### config.mk
export PLATFORM = sky130hd
export DESIGN_NAME = fdiv_sched
export DESIGN_NICKNAME = d
export VERILOG_FILES = /design/src/rtl/fdiv_sched.sv
export SDC_FILE = /design/constraint.sdc
export NUM_CORES = 1
export LEC_CHECK = 0
export BUFFER_PORTS_ARGS = -buffer_cell sky130_fd_sc_hd__buf_4
export CAP_MARGIN = 30
export CORE_ASPECT_RATIO = 1.4
export CORE_MARGIN = 1.5
export CORE_UTILIZATION = 55
export DETAILED_ROUTE_END_ITERATION = 16
export HOLD_SLACK_MARGIN = 0.05
export PLACE_DENSITY = 0.85
export SLEW_MARGIN = 5
export SYNTH_ARGS = -nofsm -noshare
export SYNTH_HDL_FRONTEND = slang
export SYNTH_SLANG_ARGS = --single-unit
### constraint.sdc
create_clock -name sys_clk -period 6.2 [get_ports sys_clk]
set_clock_uncertainty 0.1 [all_clocks]
set_input_delay 1.24 -clock sys_clk [delete_from_list [all_inputs] [get_ports sys_clk]]
set_output_delay 1.24 -clock sys_clk [all_outputs]
set_load 0.1 [all_outputs]
### src/rtl/fdiv_sched.sv
// Two-requester round-robin scheduler for a shared fixed-latency divider, with an in-order
// result FIFO. Define FDIV_SCHED_CHECK_EN to build the sticky div_out_valid protocol checker.
module fdiv_sched #(
  parameter int LAT   = 5,
  parameter int DEPTH = 8
) (
  input  logic        sys_clk,
  input  logic        rst,
  input  logic        req0_valid,
  input  logic        req1_valid,
  output logic        req0_ready,
  output logic        req1_ready,
  input  logic [31:0] req0_x1,
  input  logic [31:0] req0_x2,
  input  logic [31:0] req1_x1,
  input  logic [31:0] req1_x2,
  output logic        div_valid,
  output logic [31:0] div_x1,
  output logic [31:0] div_x2,
  input  logic        div_out_valid,
  input  logic [31:0] div_y,
  input  logic        div_ovf,
  input  logic        div_unf,
  output logic        res_valid,
  input  logic        res_ready,
  output logic        res_tag,
  output logic [31:0] res_y,
  output logic        res_ovf,
  output logic        res_unf,
  output logic        err
);

  localparam int PW = $clog2(DEPTH);
  localparam int CW = PW + 1;
  localparam logic [CW:0] DEPTH_S = (CW + 1)'(DEPTH);

  typedef struct packed {
    logic        tag;
    logic [31:0] y;
    logic        ovf;
    logic        unf;
  } res_entry_t;

  logic           rr;
  logic [CW-1:0]  inflight;
  logic [CW-1:0]  fifo_cnt;
  logic [PW-1:0]  wr_ptr;
  logic [PW-1:0]  rd_ptr;
  logic [LAT-1:0] pipe_v;
  logic [LAT-1:0] pipe_tag;
  res_entry_t     mem [DEPTH];
  res_entry_t     head;

  logic credit;
  logic grant;
  logic sel;
  logic tail_v;
  logic push;
  logic pop;

  // Outstanding work (in the divider or waiting in the FIFO) never exceeds the FIFO size,
  // so a returning result always has a free slot.
  assign credit = ({1'b0, inflight} + {1'b0, fifo_cnt}) < DEPTH_S;

  always_comb begin
    // NOTE: every output of this block gets a default first, so no path can infer a latch.
    grant = 1'b0;
    sel   = 1'b0;
    if (!rst && credit && (req0_valid || req1_valid)) begin
      grant = 1'b1;
      sel   = (req0_valid && req1_valid) ? rr : req1_valid;
    end
  end

  assign req0_ready = grant & ~sel;
  assign req1_ready = grant & sel;
  assign div_valid  = grant;
  assign div_x1     = grant ? (sel ? req1_x1 : req0_x1) : '0;
  assign div_x2     = grant ? (sel ? req1_x2 : req0_x2) : '0;

  assign tail_v = pipe_v[LAT-1];
  assign push   = div_out_valid & tail_v;
  assign pop    = res_valid & res_ready;

  always_ff @(posedge sys_clk) begin
    // NOTE: non-blocking assignments so every register samples its pre-edge value.
    if (rst) begin
      rr       <= 1'b0;
      inflight <= '0;
      fifo_cnt <= '0;
      wr_ptr   <= '0;
      rd_ptr   <= '0;
      pipe_v   <= '0;
    end else begin
      if (grant) rr <= ~sel;

      pipe_v[0] <= grant;
      for (int i = 1; i < LAT; i++) pipe_v[i] <= pipe_v[i-1];

      case ({grant, tail_v})
        2'b10:   inflight <= inflight + CW'(1);
        2'b01:   inflight <= inflight - CW'(1);
        default: inflight <= inflight;
      endcase

      case ({push, pop})
        2'b10:   fifo_cnt <= fifo_cnt + CW'(1);
        2'b01:   fifo_cnt <= fifo_cnt - CW'(1);
        default: fifo_cnt <= fifo_cnt;
      endcase

      if (push) wr_ptr <= wr_ptr + PW'(1);
      if (pop)  rd_ptr <= rd_ptr + PW'(1);
    end
  end

  // NOTE: tag pipe and FIFO payload are not reset; the valid bits and counters qualify them.
  always_ff @(posedge sys_clk) begin
    pipe_tag[0] <= sel;
    for (int i = 1; i < LAT; i++) pipe_tag[i] <= pipe_tag[i-1];
    if (push) mem[wr_ptr] <= '{tag: pipe_tag[LAT-1], y: div_y, ovf: div_ovf, unf: div_unf};
  end

  assign head      = mem[rd_ptr];
  assign res_valid = (fifo_cnt != '0) & ~rst;
  assign res_tag   = res_valid & head.tag;
  assign res_y     = res_valid ? head.y : '0;
  assign res_ovf   = res_valid & head.ovf;
  assign res_unf   = res_valid & head.unf;

`ifdef FDIV_SCHED_CHECK_EN
  logic err_q;

  // A result strobe must coincide exactly with an issue reaching the end of the pipe.
  always_ff @(posedge sys_clk) begin
    if (rst)                          err_q <= 1'b0;
    else if (div_out_valid != tail_v) err_q <= 1'b1;
  end

  assign err = err_q & ~rst;
`else
  assign err = 1'b0;
`endif

endmodule

---- Word-level counts from Yosys, hierarchy flattened ----
Memory sizes are Yosys's and may differ from the RTL's. A register that Yosys moved wholly into a read port is not among the register bits.
Index checks and enable logic that the tools add are counted.
word-level totals
  flip-flop bits (word level) ............. 25
  bits in writable memories ............... 280
  input bits .............................. 168
  word-level logic and storage cells ...... 52
  memories kept ........................... 1
memories
  name  depth  width  rd ports  clocked after memory_dff  wr ports  RTL line  RTL
  mem   8      35     1         1                         1         51        res_entry_t mem [DEPTH];
operators by class
  add/sub/neg operators ................... 7
  $lt $le $gt $ge ......................... 1
  equal/unequal tests ..................... 4
  muxes and demuxes ....................... 14
  bitwise gates (word level) .............. 10
  reduce and logical (&&, ||, !) cells .... 8
operators with widths
  cell                 number
  $mux 32              5
  $pmux 4 s2           2
  $add 4x1->4 const B  2
  $and 1x1->1          8
  $sub 4x1->4 const B  2
  $add 3x1->3 const B  2
  $mux 3               2
  $add 4x4->5          1
  $lt 5x4->1 const B   1
  $mux 1               5
  $eq 2x1->1 const B   2
  $eq 2x2->1 const B   2
  $reduce_bool 2->1    2
  $reduce_bool 4->1    1
  $logic_and 1x1->1    3
  $not 1->1            2
  $logic_not 1->1      1
  $logic_or 1x1->1     1

---- Logic depth before layout (Yosys ltp) ----
  depth after elaboration ................. 7
  gate-level depth with buffers ........... 11
  depth with buffers taken out ............ 10

---- Least setup slack after synthesis ----
OpenSTA, ideal clock, no wires.
  kind .................................... input to register
  start point ............................. input port div_out_valid
  end point ............................... memory mem[0][0] (netlist bit) (enable)
  library setup time ...................... 0.515 ns
  arrival time ............................ 4.740 ns
  data required time ...................... 5.585 ns
  setup slack ............................. 0.845 ns
  stages .................................. 2
  cell sequence ........................... nand2_1 -> nor4_1
on the way
  word-level cells in the longest chain between the ends .. 3
ends and longest elaborated chain
  element                       RTL line  RTL
  start: declaration            20        input logic div_out_valid,
  $and 1x1->1                   82        assign push = div_out_valid & tail_v;
  $mux 1                        121       if (push) mem[wr_ptr] <= '{tag: pipe_tag[LAT-1], y: div_y, ovf: div_ovf, unf: div_unf};
  $mux 1 (not written as such)  121
  end: declaration              51
Every way passes these cells.

---- Final worst setup path ----
  start point ............................. input port rst
  end point ............................... output port div_x1[19]
on the way
  word-level cells in the longest chain between the ends .. 6
  elaborated cells between the ends (all ways) .. 7
ends and longest elaborated chain
  element                            RTL line  RTL
  start: declaration                 8         input logic rst,
  $logic_not 1->1 *                  69        if (!rst && credit && (req0_valid || req1_valid)) begin
  $logic_and 1x1->1 * (2 in series)  69
  $mux 1                             69
  $mux 32                            78        assign div_x1 = grant ? (sel ? req1_x1 : req0_x1) : '0;
  $mux 32 *                          78
  end: declaration                   18        output logic [31:0] div_x1,
Every way passes the cells marked *; elsewhere a longest branch is shown, timed or not.

==> impl_results.rst <==
.. list-table::
   :header-rows: 1

   * - Metric
     - Value
   * - All-layer global routing usage
     - 0.269
   * - Pin count of the biggest net entering global routing
     - between 50 and 60
   * - Register Area
     - around 0.0090 mm2
   * - Initial core utilization
     - 0.564
   * - Wire length of the first global-routing pass
     - about 48000 um
   * - Setup TNS
     - 0 ns
   * - Syn Std Cell Area
     - about 0.013 mm2
   * - Combinational share of power
     - 0.107
   * - Final worst hold slack
     - approximately 0.23 ns
   * - Yosys warns
     - 0
   * - Vias in the first global route
     - around 8.3k
   * - Filler cells
     - approximately 1.4k
   * - Post-cts repair resize count
     - 0
   * - Clock share of power
     - 0.382
   * - Arrival time reported for the critical path endpoint
     - about 3.1 ns
   * - Total area of multi-input combinational cells
     - between 0.003 and 0.004 mm2
   * - Die outline width
     - between 100 and 150 um
   * - Clk Latency, worst-skew pair
     - 0.53 ns
   * - # H-tree levels
     - 1
   * - Final hold viol count
     - 0
   * - Clock root buffer
     - clkbuf_16
   * - Aggregate routed wire length
     - 32400 um
   * - Number of synthesized flops with an enable pin
     - 280
   * - Post-synthesis async set-or-reset flop share
     - 0
   * - TritonCTS Buffers
     - 26
   * - Antenna violations before repair
     - 8
   * - Number of buffers inserted by post-CTS setup repair
     - 0
   * - Area share of the leading cell type in the synthesized netlist
     - 0.657
   * - Fraction of layout cells with a size suffix above 1
     - 0.388
   * - Final RePlAce weighted congestion
     - roughly 0.85
   * - Final WS setup
     - ~1.8 ns
   * - Slew Viols, Final
     - 0
   * - Dominant cell type by area after synthesis
     - edfxtp_1
   * - CTS tree
     - yes
   * - Post-synthesis to final-layout area growth
     - 25.9%
   * - Detailed-routing iteration count for the pre-antenna-repair pass
     - 5
   * - Clock sink count
     - 308
   * - Placeable Area
     - roughly 0.023 mm2
   * - Final Total Pwr
     - between 0.004 and 0.005 W
   * - Shortest period the worst path allows
     - roughly 4.4 ns
   * - Synthesized netlist cell count
     - slightly below 800
   * - Worst IR drop on VDD
     - between 0.15 and 0.2 mV
   * - Overflow left after global routing
     - 0
   * - Number of library cell types mapped by synthesis
     - 39
   * - Cell Rows
     - 65
   * - Sequential share of the synthesized area
     - 0.701
   * - Total instance count after detailed placement
     - approximately 1.3k
   * - Share of power burned in registers
     - 0.511
   * - Final period utilization
     - 0.718
   * - Routed via count
     - approximately 8.0k
   * - Path depth of the worst reg2reg path
     - 8
   * - Non-filler cells in the finished layout
     - about 1.4k
   * - Synth top area cells
     - edfxtp_1, mux4_2, dfxtp_1
   * - Leakage power
     - roughly 5.8 nW
   * - Sort of element at the start of the critical path
     - input pin
   * - Via count normalized by instance count
     - 5.75
   * - Synth Flop Type
     - edfxtp_1
   * - Hold WC Path Type
     - register to register
   * - Fraction of power spent switching nets
     - 0.234
   * - Final Net Count
     - 1244
   * - Clock transition time at the flip-flop clock pins of the worst setup and hold paths
     - 0.06 ns
   * - Type of the worst setup path
     - input pin to output pin
   * - Type of element capturing the critical path
     - output pin
   * - Overall die area
     - between 0.02 and 0.025 mm2
   * - Cts-stage hold buffer count
     - 0
   * - Fmax
     - 0.225 GHz
   * - Average cell area after synthesis
     - around 16 um2
   * - Power per unit of standard cell area
     - 276 mW/mm2
   * - Number of ports placed on the die boundary
     - 272
   * - Endpoint required time on the critical path
     - between 4 and 5 ns
   * - Slew margin rel.
     - 0.347
   * - Number of port buffers
     - 270
   * - Setup slack after placement
     - 1.76 ns
   * - Internal cell power
     - around 0.0034 W
   * - Largest fanout of any net on the critical path
     - 52
   * - Post-DRT Antenna Nets
     - 0
   * - Run status
     - finished, final reports clean
   * - Unrepaired setup endpoints after global routing
     - false
   * - Net Switching
     - 0.00104 W
   * - Residual DRC count
     - 0
   * - Hold Path Depth
     - 0
   * - Setup Viol. Count Final
     - 0
   * - Number of storage elements in the synthesis netlist
     - between 300 and 400
   * - Longest Clk Path Bufs
     - 3
   * - DP HPWL
     - 20900 um
   * - Synthesized netlist net count
     - 974
   * - Mean routed wirelength per cell
     - around 23 um
   * - Tightest Pin Transition
     - roughly 1 ns
   * - Number of design-rule violations left by the first detailed-router iteration
     - 590
   * - Y dimension of the die
     - 184 um
   * - Max Cap Violations
     - 0
## sequential cells by signal, indices dropped and copies added, names as in the netlist, named ones only
register / flops
fifo_cnt: 4
pipe_tag: 5
rr: 1
inflight: 4
rd_ptr: 3
pipe_v: 5
mem: 280
wr_ptr: 3
## per-layer routing
layer  global-route usage  up-vias  share of wire
li1                     -     3555              -
met1                0.303     3984           0.35
met2                0.497      380           0.54
met3               0.0408       75          0.067
met4                0.136        6          0.048
met5                    0        -         0.0011
## cell families (layout without fill, tap and decap cells)
logic type	Yosys count	count (layout)	share of synthesized area
xor+xnor	8	8	0.00547
compound gates	83	83	0.0345
buf+inv	59	349	0.0246
simple gates	215	215	0.0693
other cells	1	8	0.000293
mux	108	108	0.153
fa+ha+maj	12	12	0.0123
flops	308	308	0.701
## path summary, 6_finish.rpt
| check | from | to | slack, ns |
|---|---|---|---|
| worst max-delay path | rst | div_x1[19] | 1.75 |
| worst min register to register | pipe_tag[1] | pipe_tag[2] | 0.23 |
| worst max register to register | fifo_cnt[3] | inflight[3] | 3.27 |
| worst min-delay path | pipe_tag[1] | pipe_tag[2] | 0.23 |
## synthesized netlist by cell type, types with 2 or more instances
cell type and number:
edfxtp_1 280, nand2_1 134, a21oi_1 72, mux4_2 70, nor2_1 53, mux2i_1 37, dfxtp_1 28, buf_2 27
clkbuf_1 12, ha_1 11, inv_1 9, buf_6 7, xor2_1 7, nor2b_1 6, nand2b_1 4, nand3_1 4
nor3_1 4, o21ai_0 4, buf_1 2, buf_4 2, nor4_1 2, o31ai_1 2
## power groups by stage
stage | registers [W] | logic, W | clock network, W
floorplan | 0.00232 | 0.000306 | 0
global placement | 0.00232 | 0.000470 | 0
detailed placement | 0.00232 | 0.000477 | 0
CTS | 0.00227 | 0.000478 | 0.00172
global route | 0.00227 | 0.000500 | 0.00179
finish | 0.00227 | 0.000478 | 0.00170
## placed cells by master (no fill, tap or decap), types with 2 or more instances in the layout
cell / count
inv_1: 9
nor2b_1: 6
edfxtp_1: 280
mux2i_1: 37
o31ai_1: 2
a21oi_1: 72
clkbuf_16: 27
bufinv_16: 5
clkinv_2: 7
dfxtp_1: 25
nand2_1: 134
nand3_1: 4
xor2_1: 7
nor3_2: 4
buf_4: 290
nor2_4: 3
dfxtp_2: 2
nor4_2: 2
nor2_1: 50
ha_1: 11
nand2b_1: 4
diode_2: 7
mux4_2: 70
o21ai_0: 4
clkbuf_1: 3
clkinv_1: 5
## metrics by stage
stage                util  instance area [um2]
CTS                 0.708                16100
finish              0.710                16100
detailed placement  0.669                15200
global route        0.710                16100
global placement    0.668                15200
floorplan               -                12800
## layout make-up
type,instances,share of cell area
Sequential cell,308,0.557
Multi-Input combinational cell,427,0.223
Timing Repair Buffer,292,0.137
Clock buffer,30,0.0426
Tap cell,301,0.0234
Clock inverter,18,0.0132
Inverter,9,0.00210
Antenna cell,7,0.00109
## critical path, cell delays in order
cell and delay, ns:
buf_4 0.20, nor4_2 0.40, o221ai_4 0.32, buf_4 0.38, a21oi_1 0.21, buf_4 0.32
Note: power is estimated with default switching activity, not from simulation.
